**config.mk**
```make
export PLATFORM = sky130hd
export DESIGN_NAME = hazard_ctl
export DESIGN_NICKNAME = d
export VERILOG_FILES = /design/src/rtl/hazard_pkg.sv /design/src/rtl/hazard_ctl_sb_bank.sv /design/src/rtl/hazard_ctl.sv
export SDC_FILE = /design/constraint.sdc
export NUM_CORES = 1
export LEC_CHECK = 0
export BUFFER_PORTS_ARGS = -buffer_cell sky130_fd_sc_hd__buf_2
export CORE_MARGIN = 1.5
export CORE_UTILIZATION = 31
export DETAILED_ROUTE_END_ITERATION = 10
export PLACE_DENSITY = 0.55
export RECOVER_POWER = 25
export SLEW_MARGIN = 25
export SYNTH_ARGS = -nofsm -noshare
export SYNTH_HDL_FRONTEND = slang
export SYNTH_SLANG_ARGS = --single-unit
```
**constraint.sdc**
```tcl
create_clock -name clk -period 4.9 [get_ports clk]
set_clock_uncertainty 0.05 [all_clocks]
set_input_delay 0.98 -clock clk [delete_from_list [all_inputs] [get_ports clk]]
set_output_delay 0.98 -clock clk [all_outputs]
set_load 0.03 [all_outputs]
```
**src/rtl/hazard_pkg.sv**
```systemverilog
// Shared types and latency defaults for the decode-stage hazard controller.
package hazard_pkg;

    localparam int NREG     = 16;
    localparam int IDX_W    = 4;
    localparam int CNT_W    = 3;
    localparam int LOAD_LAT = 1;
    localparam int FPU_LAT  = 4;

    typedef enum logic [1:0] {
        RF_NONE = 2'b00,
        RF_INT  = 2'b01,
        RF_PRED = 2'b10,
        RF_FP   = 2'b11
    } rf_e;

    typedef enum logic [1:0] {
        CL_ALU  = 2'b00,
        CL_LOAD = 2'b01,
        CL_FPU  = 2'b10,
        CL_NOWB = 2'b11
    } class_e;

    typedef enum logic [1:0] {
        ST_RUN = 2'b00,
        ST_HAZ = 2'b01,
        ST_FRZ = 2'b10
    } state_e;

endpackage

```
**src/rtl/hazard_ctl_sb_bank.sv**
```systemverilog
// One register file's countdown scoreboard: a counter per register, a set port,
// a shared decrement enable, two read ports and the full busy vector.
module sb_bank
    import hazard_pkg::*;
#(
    parameter int N_REG   = NREG,
    parameter int IDX_WID = IDX_W,
    parameter int CNT_WID = CNT_W
) (
    input  logic               clk,
    input  logic               rst,
    input  logic               i_set_en,
    input  logic [IDX_WID-1:0] i_set_idx,
    input  logic [CNT_WID-1:0] i_set_val,
    input  logic               i_dec_en,
    input  logic [IDX_WID-1:0] i_rd_idx1,
    input  logic [IDX_WID-1:0] i_rd_idx2,
    output logic               o_rd_busy1,
    output logic               o_rd_busy2,
    output logic [N_REG-1:0]   o_busy
);

    logic [CNT_WID-1:0] r_cnt [N_REG];

    // The issue logic never sets a counter that is still nonzero, so set
    // taking precedence over decrement only matters for a counter already at 0.
    always_ff @(posedge clk) begin
        for (int i = 0; i < N_REG; i++) begin
            if (rst) begin
                r_cnt[i] <= '0;
            end else if (i_set_en && (i_set_idx == IDX_WID'(i))) begin
                r_cnt[i] <= i_set_val;
            end else if (i_dec_en && (r_cnt[i] != '0)) begin
                r_cnt[i] <= r_cnt[i] - 1'b1;
            end
        end
    end

    always_comb begin
        o_busy = '0;
        for (int i = 0; i < N_REG; i++) begin
            o_busy[i] = (r_cnt[i] != '0);
        end
    end

    assign o_rd_busy1 = o_busy[i_rd_idx1];
    assign o_rd_busy2 = o_busy[i_rd_idx2];

endmodule

```
**src/rtl/hazard_ctl.sv**
```systemverilog
// Decode-stage issue/stall controller: per-file countdown scoreboards, single
// FPU arbitration and freeze during memory wait.
module hazard_ctl
    import hazard_pkg::*;
#(
    parameter int LD_LAT = LOAD_LAT,
    parameter int FP_LAT = FPU_LAT,
    parameter int CW     = CNT_W
) (
    input  logic        clk,
    input  logic        rst,
    input  logic        id_valid,
    input  logic [3:0]  id_src1,
    input  logic [3:0]  id_src2,
    input  logic [1:0]  id_src1_rf,
    input  logic [1:0]  id_src2_rf,
    input  logic [3:0]  id_dst,
    input  logic [1:0]  id_dst_rf,
    input  logic [1:0]  id_class,
    input  logic        mem_wait,
    input  logic        flush,
    output logic        issue,
    output logic        id_stall,
    output logic        fpu_start,
    output logic [15:0] busy_int,
    output logic [15:0] busy_pred,
    output logic [15:0] busy_fp,
    output logic [1:0]  state
);

    logic [CW-1:0] r_fpu_cnt;
    state_e        r_state;

    logic          w_s1_int, w_s2_int, w_s1_pred, w_s2_pred, w_s1_fp, w_s2_fp;
    logic          w_src1_busy, w_src2_busy, w_dst_busy, w_struct;
    logic          w_hazard, w_set, w_dec_en, w_is_fpu;
    logic [CW-1:0] w_set_val;

    // Handshake: decode offers an instruction with id_valid; it is accepted
    // (issue) in the same cycle only when no freeze, flush or hazard holds it.
    // id_stall tells decode to keep the instruction; a flushed one just vanishes.
    always_comb begin
        w_src1_busy = 1'b0;
        case (rf_e'(id_src1_rf))
            RF_INT:  w_src1_busy = w_s1_int;
            RF_PRED: w_src1_busy = w_s1_pred;
            RF_FP:   w_src1_busy = w_s1_fp;
            default: w_src1_busy = 1'b0;
        endcase
        w_src2_busy = 1'b0;
        case (rf_e'(id_src2_rf))
            RF_INT:  w_src2_busy = w_s2_int;
            RF_PRED: w_src2_busy = w_s2_pred;
            RF_FP:   w_src2_busy = w_s2_fp;
            default: w_src2_busy = 1'b0;
        endcase
        w_dst_busy = 1'b0;
        case (rf_e'(id_dst_rf))
            RF_INT:  w_dst_busy = busy_int[id_dst];
            RF_PRED: w_dst_busy = busy_pred[id_dst];
            RF_FP:   w_dst_busy = busy_fp[id_dst];
            default: w_dst_busy = 1'b0;
        endcase
    end

    assign w_is_fpu  = (id_class == CL_FPU);
    assign w_struct  = w_is_fpu && (r_fpu_cnt != '0);
    assign w_hazard  = id_valid && (w_src1_busy || w_src2_busy || w_dst_busy || w_struct);

    assign issue     = !rst && id_valid && !mem_wait && !flush && !w_hazard;
    assign id_stall  = !rst && id_valid && !flush && (mem_wait || w_hazard);
    assign fpu_start = issue && w_is_fpu;

    assign w_set     = issue && ((id_class == CL_LOAD) || w_is_fpu) && (id_dst_rf != RF_NONE);
    assign w_set_val = w_is_fpu ? CW'(FP_LAT) : CW'(LD_LAT);
    assign w_dec_en  = !mem_wait;

    sb_bank #(.CNT_WID(CW)) u_sb_int (
        .clk(clk), .rst(rst),
        .i_set_en(w_set && (id_dst_rf == RF_INT)), .i_set_idx(id_dst), .i_set_val(w_set_val),
        .i_dec_en(w_dec_en), .i_rd_idx1(id_src1), .i_rd_idx2(id_src2),
        .o_rd_busy1(w_s1_int), .o_rd_busy2(w_s2_int), .o_busy(busy_int)
    );

    sb_bank #(.CNT_WID(CW)) u_sb_pred (
        .clk(clk), .rst(rst),
        .i_set_en(w_set && (id_dst_rf == RF_PRED)), .i_set_idx(id_dst), .i_set_val(w_set_val),
        .i_dec_en(w_dec_en), .i_rd_idx1(id_src1), .i_rd_idx2(id_src2),
        .o_rd_busy1(w_s1_pred), .o_rd_busy2(w_s2_pred), .o_busy(busy_pred)
    );

    sb_bank #(.CNT_WID(CW)) u_sb_fp (
        .clk(clk), .rst(rst),
        .i_set_en(w_set && (id_dst_rf == RF_FP)), .i_set_idx(id_dst), .i_set_val(w_set_val),
        .i_dec_en(w_dec_en), .i_rd_idx1(id_src1), .i_rd_idx2(id_src2),
        .o_rd_busy1(w_s1_fp), .o_rd_busy2(w_s2_fp), .o_busy(busy_fp)
    );

    // FPU occupancy is tracked even for FPU ops whose result is discarded.
    always_ff @(posedge clk) begin
        if (rst) begin
            r_fpu_cnt <= '0;
        end else if (fpu_start) begin
            r_fpu_cnt <= CW'(FP_LAT);
        end else if (w_dec_en && (r_fpu_cnt != '0)) begin
            r_fpu_cnt <= r_fpu_cnt - 1'b1;
        end
    end

    always_ff @(posedge clk) begin
        if (rst) begin
            r_state <= ST_RUN;
        end else if (mem_wait) begin
            r_state <= ST_FRZ;
        end else if (w_hazard && !flush) begin
            r_state <= ST_HAZ;
        end else begin
            r_state <= ST_RUN;
        end
    end

    assign state = r_state;

endmodule

```
==> results.json, run 1 <==
{
  "area_growth_pct": 11.2,
  "final_cells": 1909,
  "die-area_mm2": 0.0418,
  "die_y_um": 204,
  "postCtsResizedCells": 0,
  "numClockSinks": 149,
  "avgViaCountPerCell": 5.54,
  "netlist_instances": 1341,
  "tns_ns": 0,
  "period_share": 0.951,
  "die_x_um": 204,
  "hpwl_um": 29500,
  "antenna_left": 0,
  "track_usage": 0.200,
  "rsz0062_at_grt": "false",
  "grt.overflow.total": 0,
  "setup_viol_count_final": 0,
  "worstSetupStartpointType": "flip-flop",
  "max_freq_mhz": 215,
  "nFillCells": 4058,
  "ys_seq_area_frac": 0.352,
  "violations": "capacitance limit, slew limit",
  "power_density_mw_per_mm2": 346,
  "crit_type": "flip-flop to output port",
  "grt_pass1_vias": 10300,
  "finalMaxSlewViolations": 21,
  "ios": 78,
  "grt_max_degree": 74,
  "wl_per_cell_um": 21.8,
  "cts_buffer_depth": 2,
  "hp-class": "flip-flop to flip-flop",
  "max-cap-violations": 1,
  "antenna_found_initial": 1,
  "layout_commonest_cell": "nor2_1",
  "port_buffers": 77,
  "dp.cells": 1876,
  "drive_above_1_share": 0.192,
  "cts_tree": "built",
  "fin_nets": 1494,
  "cts_setup_buffers": 0,
  "numCtsBuffers": 17,
  "slew_headroom": -0.208,
  "arrival_ns": 3.63,
  "required_ns": 3.87,
  "endpoint_kind": "output port",
  "grt_pass1_wl_um": 63100,
  "cts_root_buf": "clkbuf_16",
  "crit_fanout": 6,
  "place_congestion": 0.923,
  "core_area_mm2": 0.0399,
  "p_leak_uw": 0.00526,
  "vias": 10600,
  "clock_latency_ns": 0.45,
  "outcome": "complete, but fails checks",
  "final_cell_mix": "nor2_1, inv_1, edfxtp_1, nand2_1, ha_1",
  "worst_ir_drop_vdd_mv": 0.204,
  "utilization": 0.351,
  "synth_ff_type": "edfxtp_1",
  "num_rows": 73,
  "clk_pin_slew_ns": 0.07,
  "hold_violations": 0,
  "syn_avg_cell_area_um2": 9.38,
  "max_slew.worst_pin.slew_ns": 1.81,
  "firstDrtPassIters": 5,
  "cts.htree.levels": 4,
  "synth.distinct_cells": 65,
  "synth_edf_count": 144,
  "drt_iter0_markers": 949,
  "cts_hold_buf": 0,
  "ys_ff_latch": 149,
  "ys_warn_count": 0,
  "start_util": 0.315,
  "min_period_ns": 4.66,
  "synthesis.area_mm2": 0.0126,
  "postSynthNetCount": 1465,
  "drt-total-wl_um": 41600,
  "route.detailed.drc": 0,
  "ys_async_sr_fraction": 0
}
-- report_power, final --
group	internal [µW]	switching [µW]	total, µW	leakage, µW
clock	767	587	1350	0.000275
combinational	592	1240	1830	0.00340
sequential	1590	63.0	1650	0.00159
-- area by class of cell --
class | instances | area [µm²] | area share
Antenna cell | 1 | 2.50 | 0.000179
Clock buffer | 18 | 439 | 0.0314
Clock inverter | 14 | 155 | 0.0111
Inverter | 153 | 574 | 0.0410
Multi-Input combinational cell | 932 | 7080 | 0.506
Sequential cell | 149 | 4420 | 0.316
Tap cell | 525 | 657 | 0.0469
Timing Repair Buffer | 117 | 659 | 0.0471
-- logic make-up (layout without fill, tap and decap cells) --
| group | after synthesis | after routing | share of synthesized area |
|---|---|---|---|
| mux | 85 | 85 | 0.0974 |
| compound gates | 191 | 191 | 0.151 |
| simple gates | 555 | 555 | 0.212 |
| flops | 149 | 149 | 0.352 |
| buf+inv | 260 | 302 | 0.0880 |
| xor+xnor | 2 | 2 | 0.00139 |
| fa+ha+maj | 99 | 99 | 0.0984 |
| other cells | 0 | 1 | 0 |
-- worst paths after layout --
check / start / to / slack (ns) / cells after the start
max reg2reg: u_sb_pred.r_cnt[1][15] / u_sb_fp.r_cnt[1][3] / 0.88 / 10
min: r_fpu_cnt[1] / r_fpu_cnt[1] / 0.55 / 3
min reg2reg: r_fpu_cnt[1] / r_fpu_cnt[1] / 0.55 / 3
max: u_sb_pred.r_cnt[0][15] / id_stall / 0.24 / 11
-- stage by stage --
step | setup WS [ns] | area [µm²] | power (µW) | hold slack [ns]
floorplan | 0.258 | 12600 | 3000 | 0.514
global placement | 0.448 | 13500 | 3490 | 0.525
detailed placement | 0.376 | 13500 | 3520 | 0.532
CTS | 0.268 | 14100 | 4880 | 0.546
global route | 0.0118 | 14000 | 5080 | 0.582
finish | 0.240 | 14000 | 4840 | 0.548
-- routing by layer --
layer | share of wire | up-vias | wire length (µm) | GRT usage
met5 | 0 | - | 0 | 0
met4 | 0.026 | 0 | 1070 | 0.0662
met3 | 0.078 | 67 | 3240 | 0.0384
met2 | 0.45 | 463 | 18700 | 0.311
met1 | 0.45 | 5183 | 18600 | 0.278
li1 | - | 4860 | - | -
-- worst max-delay path, stage by stage, from the launching register on --
cell and delay [ns]:
edfxtp_1 0.37, inv_1 0.11, ha_1 0.17, nor2b_1 0.37
inv_1 0.28, o211ai_1 0.26, o32ai_1 0.13, o311ai_1 0.29
o31ai_1 0.18, or4_4 0.54, o31a_1 0.31, buf_2 0.18
-- registers in the layout, indices dropped and copies added (netlist names) --
signal           flops
r_fpu_cnt            3
state                2
u_sb_pred.r_cnt     48
u_sb_int.r_cnt      48
u_sb_fp.r_cnt       48
-- cells in the mapped netlist (all sizes together) (13+ instances only) --
| master | n | area (µm²) |
|---|---|---|
| buf | 38 | 272 |
| clkbuf | 69 | 262 |
| inv | 153 | 574 |
| mux2i | 13 | 130 |
| o31ai | 37 | 278 |
| nand2 | 103 | 397 |
| o21ai | 42 | 210 |
| mux4 | 25 | 567 |
| edfxtp | 144 | 4320 |
| nand3 | 86 | 430 |
| nor2 | 158 | 593 |
| ha | 99 | 1240 |
| nand4 | 16 | 100 |
| nor2b | 55 | 347 |
| mux2 | 47 | 529 |
| o41ai | 72 | 1080 |
| nor3 | 89 | 445 |
(Power assumes the default switching activity.)
==> run 2: changes to the inputs <==
- CORE_UTILIZATION: 31 -> 55
- PLACE_DENSITY: 0.55 -> 0.82
==> run 2 against run 1 <==
  * The run still ends with capacitance limit, slew limit left
  * Non-clock buffer count fell by 16
  * Final area fell by 3.2%
  * Die area fell by 43%
  * Combinational power fell by 3%
  * Count of clock-buffer cells in the layout rose by 1
  * Fmax rose by 0.38%
  * Via count rose by 4.1%
  * Sequential share of layout area rose by 1.0 points
  * Clock power barely moved
  * Wire length fell by 11%
  * Hold slack got worse by 0.0070 ns
==> results.json, run 2 (same netlist as run 1, synthesis figures left out) <==
{
  "clk_pin_slew_ns": 0.07,
  "numClockSinks": 149,
  "antenna_left": 0,
  "wirelength_met1_um": 13900,
  "die-area_mm2": 0.0238,
  "wl_per_cell_um": 22.4,
  "p_sw_uw": 1860,
  "sequentialPowerShare": 0.346,
  "clock_latency_ns": 0.45,
  "path_delay_family": "simple AND/OR/NAND/NOR gates",
  "track_usage": 0.312,
  "max_slew.worst_pin.slew_ns": 2.17,
  "reg2regPathDepth": 10,
  "final_cell_mix": "nor2_1, inv_1, edfxtp_1, nand2_1, ha_1",
  "clkPwrFrac": 0.285,
  "grt_pass1_wl_um": 57300,
  "path_cells": "inv_1 > ha_1 > nor2b_1 > inv_1 > mux4_2 > nor3_1 > o31ai_1 > or4_4 > o31a_1 > buf_2",
  "avgViaCountPerCell": 6.65,
  "drt-total-wl_um": 37000,
  "setup_viol_count_final": 0,
  "ios": 78,
  "crit_slowest_cell": "mux4_2",
  "finalMaxSlewViolations": 59,
  "cts_setup_buffers": 0,
  "internal-power_uw": 2940,
  "worstSetupStartpointType": "flip-flop",
  "crit_fanout": 5,
  "worst_ir_drop_vdd_mv": 0.306,
  "comb_power_share": 0.370,
  "crit_type": "flip-flop to output port",
  "path_buf_inv": 3,
  "grt_max_degree": 122,
  "r2r_end": "u_sb_pred.r_cnt[1][9]",
  "period_share": 0.947,
  "hp-class": "flip-flop to flip-flop",
  "hpwl_um": 25900,
  "numCtsBuffers": 17,
  "route.detailed.drc": 0,
  "cpPeakStageDelay_ns": 0.52,
  "highest_layer": "met4",
  "fin_nets": 1478,
  "switching_share": 0.388,
  "cts_hold_buf": 0,
  "start_util": 0.557,
  "violations": "capacitance limit, slew limit",
  "wl_met2_um": 16600,
  "grt.overflow.total": 0,
  "cts_root_buf": "clkbuf_16",
  "min_period_ns": 4.64,
  "area_growth_pct": 7.70,
  "place_congestion": 1.00,
  "cts_buffer_depth": 2,
  "power_density_mw_per_mm2": 354,
  "slew_headroom": -0.450,
  "grt_pass1_vias": 10400,
  "outcome": "complete, but fails checks",
  "die_y_um": 154,
  "rsz0062_at_grt": "false",
  "met3_length_um": 5080,
  "rrSetupSlack_ns": 0.80,
  "postCtsResizedCells": 0,
  "firstDrtPassIters": 6,
  "worstHoldPathCells": 3,
  "antenna_found_initial": 2,
  "hold_violations": 0,
  "tns_ns": 0,
  "top_regs": "u_sb_fp.r_cnt: 48 flops, u_sb_int.r_cnt: 48 flops, u_sb_pred.r_cnt: 48 flops",
  "port_buffers": 77,
  "core_area_mm2": 0.0226,
  "max-cap-violations": 2,
  "path_common_cell": "inv_1",
  "num_rows": 55,
  "endpoint_kind": "output port",
  "min_from": "r_fpu_cnt[1]",
  "crit-reg2reg-launch": "u_sb_int.r_cnt[0][12]",
  "max_freq_mhz": 215,
  "cts_tree": "built",
  "whs_endpoint": "r_fpu_cnt[1]",
  "dpl_cell_area_mm2": 0.0130,
  "cts.htree.levels": 4,
  "required_ns": 3.87,
  "drt_iter0_markers": 1574,
  "arrival_ns": 3.61,
  "die_x_um": 154,
  "p_leak_uw": 0.00519,
  "final_cell_area_mm2": 0.0136,
  "layout_commonest_cell": "nor2_1",
  "vias": 11000,
  "drive_above_1_share": 0.182
}
run 2: layer usage:
metal	vias to the layer above	global-route usage
met4	0	0.143
li1	4837	-
met2	874	0.473
met1	5167	0.414
met3	128	0.0899
met5	-	0
run 2: area by class of cell:
cell class | count | area, µm²
clock inverters | 13 | 150
diodes | 2 | 5.00
fillers | 1824 | 9020
flip-flops and latches | 149 | 4420
multi-input cells | 932 | 7080
inverters | 153 | 574
well taps | 285 | 357
clock buffers | 19 | 453
repair buffers | 101 | 513
run 2: worst register-to-register path: stages (launching register included):
cell      delay, ns
edfxtp_1       0.35
inv_1          0.11
ha_1           0.18
nor2b_1        0.43
inv_1          0.27
mux4_2         0.52
nor3_1         0.16
o31ai_1        0.17
or4_4          0.51
buf_12         0.31
o41ai_2        0.68
run 2: through the flow:
step | utilization | power (µW) | setup slack (ns) | cells | hold WS [ns]
CTS | 0.603 | 4760 | 0.338 | 1652 | 0.548
finish | 0.600 | 4800 | 0.258 | 1654 | 0.541
detailed placement | 0.576 | 3420 | 0.343 | 1620 | 0.537
global placement | 0.576 | 3350 | 0.473 | 1620 | 0.521
global route | 0.600 | 4980 | 0.144 | 1653 | 0.559
floorplan | - | 3000 | 0.258 | 1341 | 0.514
run 2: how the worst max path moves through the flow:
stage / start / to / cells after the start
after floorplan: id_dst[1] / fpu_start / 12
after detailed placement: id_dst[0] / id_stall / 9
final: u_sb_int.r_cnt[0][12] / id_stall / 10
after global placement: id_dst[0] / id_stall / 9
after global routing: id_dst[0] / id_stall / 9
after CTS: id_dst[0] / id_stall / 9
run 2: power groups by stage:
| stage | sequential [µW] | clock (µW) | combinational (µW) |
|---|---|---|---|
| floorplan | 1670 | 0 | 1330 |
| global placement | 1670 | 0 | 1670 |
| detailed placement | 1680 | 0 | 1740 |
| CTS | 1660 | 1360 | 1750 |
| global route | 1670 | 1410 | 1900 |
| finish | 1660 | 1370 | 1770 |
